[config.mk]
export PLATFORM = sky130hd
export DESIGN_NAME = hv_timing_decode_flat
export DESIGN_NICKNAME = d
export VERILOG_FILES = /design/src/rtl/hv_timing_decode_pkg.sv /design/src/rtl/hv_timing_decode_if.sv /design/src/rtl/hv_timing_decode_hcnt_sync.sv /design/src/rtl/hv_timing_decode.sv /design/src/flat_wrapper.sv
export SDC_FILE = /design/constraint.sdc
export NUM_CORES = 1
export LEC_CHECK = 0
export ABC_AREA = 0
export CORE_ASPECT_RATIO = 0.9
export CORE_MARGIN = 1.5
export CORE_UTILIZATION = 23
export CTS_BUF_LIST = sky130_fd_sc_hd__clkbuf_8
export DETAILED_ROUTE_END_ITERATION = 10
export DONT_BUFFER_PORTS = 1
export GPL_TIMING_DRIVEN = 0
export HOLD_SLACK_MARGIN = 0.05
export PLACE_DENSITY = 0.42
export SLEW_MARGIN = 15
export SYNTH_ARGS = -nofsm -noshare
export SYNTH_HDL_FRONTEND = slang
export SYNTH_SLANG_ARGS = --single-unit
[constraint.sdc]
create_clock -name CLK -period 2.4 [get_ports CLK]
set_clock_uncertainty 0.2 [all_clocks]
set_input_delay 0.12 -clock CLK [delete_from_list [all_inputs] [get_ports CLK]]
set_output_delay 0.12 -clock CLK [all_outputs]
set_load 0.005 [all_outputs]
[src/rtl/hv_timing_decode_pkg.sv]
// kangaroo_video_pkg: shared video count types and default raster timing constants
package kangaroo_video_pkg;
  typedef logic [7:0] hcnt_t;
  typedef logic [8:0] vcnt_t;
  localparam hcnt_t       HBLK_START  = 8'd240;
  localparam hcnt_t       HBLK_END    = 8'd16;
  localparam hcnt_t       HSYNC_START = 8'd248;
  localparam int          HSYNC_LEN   = 8;
  localparam int          VTOTAL      = 264;
  localparam vcnt_t       VBLK_START  = 9'd240;
  localparam vcnt_t       VBLK_END    = 9'd16;
  localparam vcnt_t       VSYNC_START = 9'd248;
  localparam int          VSYNC_LEN   = 4;
  localparam vcnt_t       VLAST       = vcnt_t'(VTOTAL - 1);
  localparam logic [8:0]  HSYNC_STOP  = {1'b0, HSYNC_START} + 9'(HSYNC_LEN);
  localparam logic [9:0]  VSYNC_STOP  = {1'b0, VSYNC_START} + 10'(VSYNC_LEN);
endpackage

[src/rtl/hv_timing_decode_if.sv]
// hv_timing_decode_if: raw counter input and decoded timing outputs
interface hv_timing_decode_if;
  import kangaroo_video_pkg::*;
  hcnt_t HC_IN;
  hcnt_t HCNT;
  vcnt_t VCNT;
  logic  HBLANK;
  logic  HSYNC_N;
  logic  VBLANK;
  logic  VSYNC_N;
  logic  LINE_STB;
  logic  FRAME_STB;
  logic  CNT_ERR;
  modport master (output HC_IN, input HCNT, VCNT, HBLANK, HSYNC_N, VBLANK, VSYNC_N, LINE_STB, FRAME_STB, CNT_ERR);
  modport slave  (input HC_IN, output HCNT, VCNT, HBLANK, HSYNC_N, VBLANK, VSYNC_N, LINE_STB, FRAME_STB, CNT_ERR);
endinterface

[src/rtl/hv_timing_decode_hcnt_sync.sv]
// hcnt_sync: two-stage sampler of the ripple count, loading only values stable for two samples
module hcnt_sync
  import kangaroo_video_pkg::*;
(
  input  logic  CLK,
  input  logic  RST_N,
  input  hcnt_t hc_i,
  output hcnt_t hcnt_o
);
  hcnt_t s1_q, s2_q, hcnt_q;
  // resample and drop any value that changed between the two stages
  always_ff @(posedge CLK or negedge RST_N) begin
    if (!RST_N) begin
      s1_q   <= '0;
      s2_q   <= '0;
      hcnt_q <= '0;
    end else begin
      s1_q <= hc_i;
      s2_q <= s1_q;
      if (s1_q == s2_q) hcnt_q <= s2_q;
    end
  end
  assign hcnt_o = hcnt_q;
endmodule

[src/rtl/hv_timing_decode.sv]
// hv_timing_decode: line wrap detect, line counter, H/V decode; HV_TIMING_CHECK_EN builds the count checker
module hv_timing_decode
  import kangaroo_video_pkg::*;
(
  input logic CLK,
  input logic RST_N,
  hv_timing_decode_if.slave bus
);
  hcnt_t hcnt, hprev_q;
  vcnt_t vcnt_q, vcnt_d;
  logic  hblank_q, hsync_n_q, vblank_q, vsync_n_q, line_q, frame_q;
  logic  wrap, vlast;
  hcnt_sync u_sync (.CLK(CLK), .RST_N(RST_N), .hc_i(bus.HC_IN), .hcnt_o(hcnt));
  // only a true FF->00 step ends a line; any other move to 00 is a counter clear
  assign wrap   = (hprev_q == 8'hFF) && (hcnt == 8'h00);
  assign vlast  = vcnt_q == VLAST;
  assign vcnt_d = wrap ? (vlast ? '0 : vcnt_q + 9'd1) : vcnt_q;
  // registered strobes, line counter and decodes of the current counts
  always_ff @(posedge CLK or negedge RST_N) begin
    if (!RST_N) begin
      hprev_q   <= '0;
      vcnt_q    <= '0;
      line_q    <= 1'b0;
      frame_q   <= 1'b0;
      hblank_q  <= 1'b1;
      hsync_n_q <= 1'b1;
      vblank_q  <= 1'b1;
      vsync_n_q <= 1'b1;
    end else begin
      hprev_q   <= hcnt;
      vcnt_q    <= vcnt_d;
      line_q    <= wrap;
      frame_q   <= wrap && vlast;
      hblank_q  <= (hcnt >= HBLK_START) || (hcnt < HBLK_END);
      hsync_n_q <= !((hcnt >= HSYNC_START) && ({1'b0, hcnt} < HSYNC_STOP));
      vblank_q  <= (vcnt_d >= VBLK_START) || (vcnt_d < VBLK_END);
      vsync_n_q <= !((vcnt_d >= VSYNC_START) && ({1'b0, vcnt_d} < VSYNC_STOP));
    end
  end
`ifdef HV_TIMING_CHECK_EN
  logic err_q, seen_q;
  // sticky flag on a non-increment step; clears to 00 and the first load after reset are exempt
  always_ff @(posedge CLK or negedge RST_N) begin
    if (!RST_N) begin
      err_q  <= 1'b0;
      seen_q <= 1'b0;
    end else if (hcnt != hprev_q) begin
      seen_q <= 1'b1;
      if (seen_q && hcnt != 8'h00 && hcnt != hprev_q + 8'd1) err_q <= 1'b1;
    end
  end
  assign bus.CNT_ERR = err_q;
`else
  assign bus.CNT_ERR = 1'b0;
`endif
  assign bus.HCNT      = hcnt;
  assign bus.VCNT      = vcnt_q;
  assign bus.HBLANK    = hblank_q;
  assign bus.HSYNC_N   = hsync_n_q;
  assign bus.VBLANK    = vblank_q;
  assign bus.VSYNC_N   = vsync_n_q;
  assign bus.LINE_STB  = line_q;
  assign bus.FRAME_STB = frame_q;
endmodule

[src/flat_wrapper.sv]
// flat-port wrapper written by rule: the top's interface ports become plain ports
module hv_timing_decode_flat import kangaroo_video_pkg::*;
  (CLK, RST_N, bus_HC_IN, bus_HCNT, bus_VCNT, bus_HBLANK, bus_HSYNC_N, bus_VBLANK, bus_VSYNC_N, bus_LINE_STB, bus_FRAME_STB, bus_CNT_ERR);
  hv_timing_decode_if bus_i ();
  input logic CLK;
  input logic RST_N;
  input wire logic [$bits(bus_i.HC_IN)-1:0] bus_HC_IN;
  output wire logic [$bits(bus_i.HCNT)-1:0] bus_HCNT;
  output wire logic [$bits(bus_i.VCNT)-1:0] bus_VCNT;
  output wire logic [$bits(bus_i.HBLANK)-1:0] bus_HBLANK;
  output wire logic [$bits(bus_i.HSYNC_N)-1:0] bus_HSYNC_N;
  output wire logic [$bits(bus_i.VBLANK)-1:0] bus_VBLANK;
  output wire logic [$bits(bus_i.VSYNC_N)-1:0] bus_VSYNC_N;
  output wire logic [$bits(bus_i.LINE_STB)-1:0] bus_LINE_STB;
  output wire logic [$bits(bus_i.FRAME_STB)-1:0] bus_FRAME_STB;
  output wire logic [$bits(bus_i.CNT_ERR)-1:0] bus_CNT_ERR;
  assign bus_i.HC_IN = bus_HC_IN;
  assign bus_HCNT = bus_i.HCNT;
  assign bus_VCNT = bus_i.VCNT;
  assign bus_HBLANK = bus_i.HBLANK;
  assign bus_HSYNC_N = bus_i.HSYNC_N;
  assign bus_VBLANK = bus_i.VBLANK;
  assign bus_VSYNC_N = bus_i.VSYNC_N;
  assign bus_LINE_STB = bus_i.LINE_STB;
  assign bus_FRAME_STB = bus_i.FRAME_STB;
  assign bus_CNT_ERR = bus_i.CNT_ERR;
  hv_timing_decode u_core (.CLK(CLK), .RST_N(RST_N), .bus(bus_i));
endmodule
==> reports/qor.yml <==
clockRootBuffer: "clkbuf_8"
io_buffers: 0
drt_iter0_markers: 23
max_stage_delay_ns: 0.58
hpwl_um: 2347
yosysMostFrequentCell: "dfrtp_1"
status: "complete, but fails checks"
yosysTopAreaCellShare: 0.6031
synth-edff-count: 0
worstPathMaxFanout: 6
avgSynthCellArea_um2: 13.32
start_util: 0.2365
diodes: 0
stdcell_area_um2: 2163
cp_slowest_cell: "or4_4"
worst_ir_drop_vdd_mv: 0.3568
drv_cap: 0
busiest_layer: "met2"
routedWlPerCell_um: 13.71
num_vias: 1100
dpl-instance-area_um2: 1904
routabilityCongestion: 0.7931
path_cells: "or4b_1 > or4_4 > buf_6 > a21oi_1 > o22ai_2 > a311o_1"
path_clk_slew_ns: 0.09
ys_ff_latch: 47
grt_pass1_wl_um: 5499
netlist_instances: 134
drv_slew: 0
grt_use_total: 0.08931
clock_path_buffers: 2
grt_overflow: 0
clkPwrFrac: 0.322
grt_pass1_vias: 1147
fin_crit_sh: 1.087
cts.sinks: 47
post-place-cells: 230
path_class: "register to register"
swShare: 0.2411
met3_usage: 0.04123
cp-start-kind: "register"
use_met1: 0.09933
tightest_slew_ns: 0.6873
layout_setup_ws_ns: -0.2098
required_ns: 2.42
firstDrtPassIters: 4
stdcell_count: 251
die_y_um: 86.56
num_io_pins: 34
hp-class: "primary input to asynchronous set/reset pin"
syn-cell-area_um2: 1784
fmax_mhz: 383.2
final-setup-viol-count: 4
synth_warnings: 0
h-tree-depth: 2
vias_per_cell: 4.382
seq_area_frac_synth: 0.6620
ant_nets: 0
hold_viol_final: 0
slew_headroom: 0.5401
clkLatencyLatePin_ns: 0.30
core_area_um2: 7545
combPwrFrac: 0.059
dieArea_um2: 8295
ff2ff_setup_slack_ns: -0.21
worst_setup_path_end_kind: "register"
cts_tree: "yes"
leakagePower_nw: 0.9394
antenna_found_initial: 0
synth_fp_nets: 145
ys_top_cells_by_count: "43 x dfrtp_1, 11 x xnor2_1, 10 x nand2_1, 7 x mux2_2, 7 x nand4_1"
dp_slack_ns: -0.2134
cts_inserted_buffers: 5
route.detailed.drc: 0
rsz0062_at_grt: "true"
synth_area_leader_cell: "dfrtp_1"
area.growth.synth_to_final_pct: 21.25
failed_checks: "setup timing"
fin_crit_ns: 2.610
synth.distinct_cells: 40
p_sw_mw: 0.3541
seq_power_share: 0.619
ys.flop_type: "dfrtp_1"
synthArstFlopShare: 1.000
rows: 30
grt_util_met2: 0.1447
grt_max_degree: 48
yosys-top-cells-area: "dfrtp_1 60%, dfstp_2 5.9%, xnor2_1 5.4%, mux2_2 4.4%, nand4_1 2.5%"
routed_wl_um: 3440
powerDensity_nw_per_um2: 679.0
die_w_um: 95.84
internal_power_mw: 1.115
cp.arrival_ns: 2.63
fin_nets: 165
layout-drive-gt1-share: 0.2194
registers in the layout, summed over array words and instances, names as in the netlist:
name,count
u_core.bus.FRAME_STB,1
u_core.bus.HBLANK,1
u_core.bus.HSYNC_N,1
u_core.bus.LINE_STB,1
u_core.bus.VBLANK,1
u_core.bus.VCNT,9
u_core.bus.VSYNC_N,1
u_core.hprev_q,8
u_core.u_sync.hcnt_o,8
u_core.u_sync.s1_q,8
u_core.u_sync.s2_q,8
worst paths after layout:
check / cells after the start / end / startpoint
worst max-delay path: 6 / u_core.bus.VBLANK / u_core.u_sync.hcnt_o[2]
max in group asynchronous: 2 / u_core.bus.VBLANK / RST_N
worst min register to register: 0 / u_core.u_sync.s2_q[7] / u_core.u_sync.s1_q[7]
worst min-delay path: 2 / u_core.bus.LINE_STB / RST_N
min in group CLK: 1 / u_core.u_sync.s1_q[4] / bus_HC_IN[4]
worst max register to register: 6 / u_core.bus.VBLANK / u_core.u_sync.hcnt_o[2]
metal layers:
layer | part of all wire | routed length, um
met2 | 0.47 | 1615
met4 | 0.027 | 93
met3 | 0.090 | 309
met1 | 0.41 | 1421
met5 | 0 | 0
power groups by stage:
stage,registers (mW),clock network (mW),logic (mW)
after floorplan,0.906,0,0.0499
after global placement,0.926,0,0.0567
after detailed placement,0.929,0,0.0568
after CTS,0.914,0.494,0.0898
after global routing,0.921,0.523,0.0969
final,0.909,0.473,0.0869
critical path, delay by kind of cell, from the launching register on:
family | cells | cell delay, ns
DFF | 1 | 0.44
AOI/OAI and AO/OA | 3 | 0.62
and+or+nand+nor | 2 | 1.12
buffers and inverters | 1 | 0.15
placed cells by master (no fill, tap or decap), types with 3 or more instances in the layout:
| cell | count |
|---|---|
| nand4_1 | 7 |
| dlygate4sd3_1 | 9 |
| buf_4 | 4 |
| nand3_1 | 5 |
| o21ai_0 | 3 |
| dfstp_2 | 4 |
| mux2_2 | 7 |
| dfrtp_1 | 42 |
| nand2_1 | 10 |
| clkbuf_1 | 3 |
| nor2_1 | 4 |
| inv_1 | 3 |
| clkbuf_8 | 5 |
| xnor2_1 | 11 |
stage by stage:
| step | power [mW] | setup TNS [ns] | utilization | hold WS, ns |
|---|---|---|---|---|
| 3_5_place_dp | 0.9861 | -0.3522 | 0.2524 | -0.3745 |
| 2_1_floorplan | 0.9564 | -0.03259 | - | -0.3756 |
| 4_1_cts | 1.497 | -0.5447 | 0.2834 | 0.1509 |
| 5_1_grt | 1.541 | -0.8866 | 0.2867 | 0.1562 |
| 3_3_place_gp | 0.9830 | -0.3238 | 0.2524 | -0.3745 |
| 6_report | 1.469 | -0.5683 | 0.2867 | 0.1470 |
cell type report:
cell class	instances	area (um2)
multi-input cells	79	586.8
fillers	760	5381
inverters	3	13.76
well taps	96	120.1
clock buffers	5	68.82
plain buffers	5	30.03
repair buffers	13	140.1
clock inverters	3	21.27
flip-flops and latches	47	1182
repair_timing:
item | 4_1_cts | 5_1_grt
hold buffers | 10 | 0
setup endpoints to repair | 3 | 6
pin swaps | 1 | 0
endpoints found under the hold margin | 55 | 0
gates resized for setup | 4 | 3
setup buffers | 2 | 1
logic make-up (layout without fill, tap and decap cells):
| kind of cell | count (synthesis) | in the layout | share of synthesized area |
|---|---|---|---|
| xor+xnor | 13 | 13 | 0.06382 |
| fa+ha+maj | 1 | 1 | 0.007012 |
| mux | 9 | 9 | 0.05540 |
| compound gates | 12 | 12 | 0.04418 |
| flops | 47 | 47 | 0.6620 |
| other cells | 1 | 1 | 0.002102 |
| buf+inv | 8 | 29 | 0.02314 |
| simple gates | 43 | 43 | 0.1424 |
(Power assumes the default switching activity.)
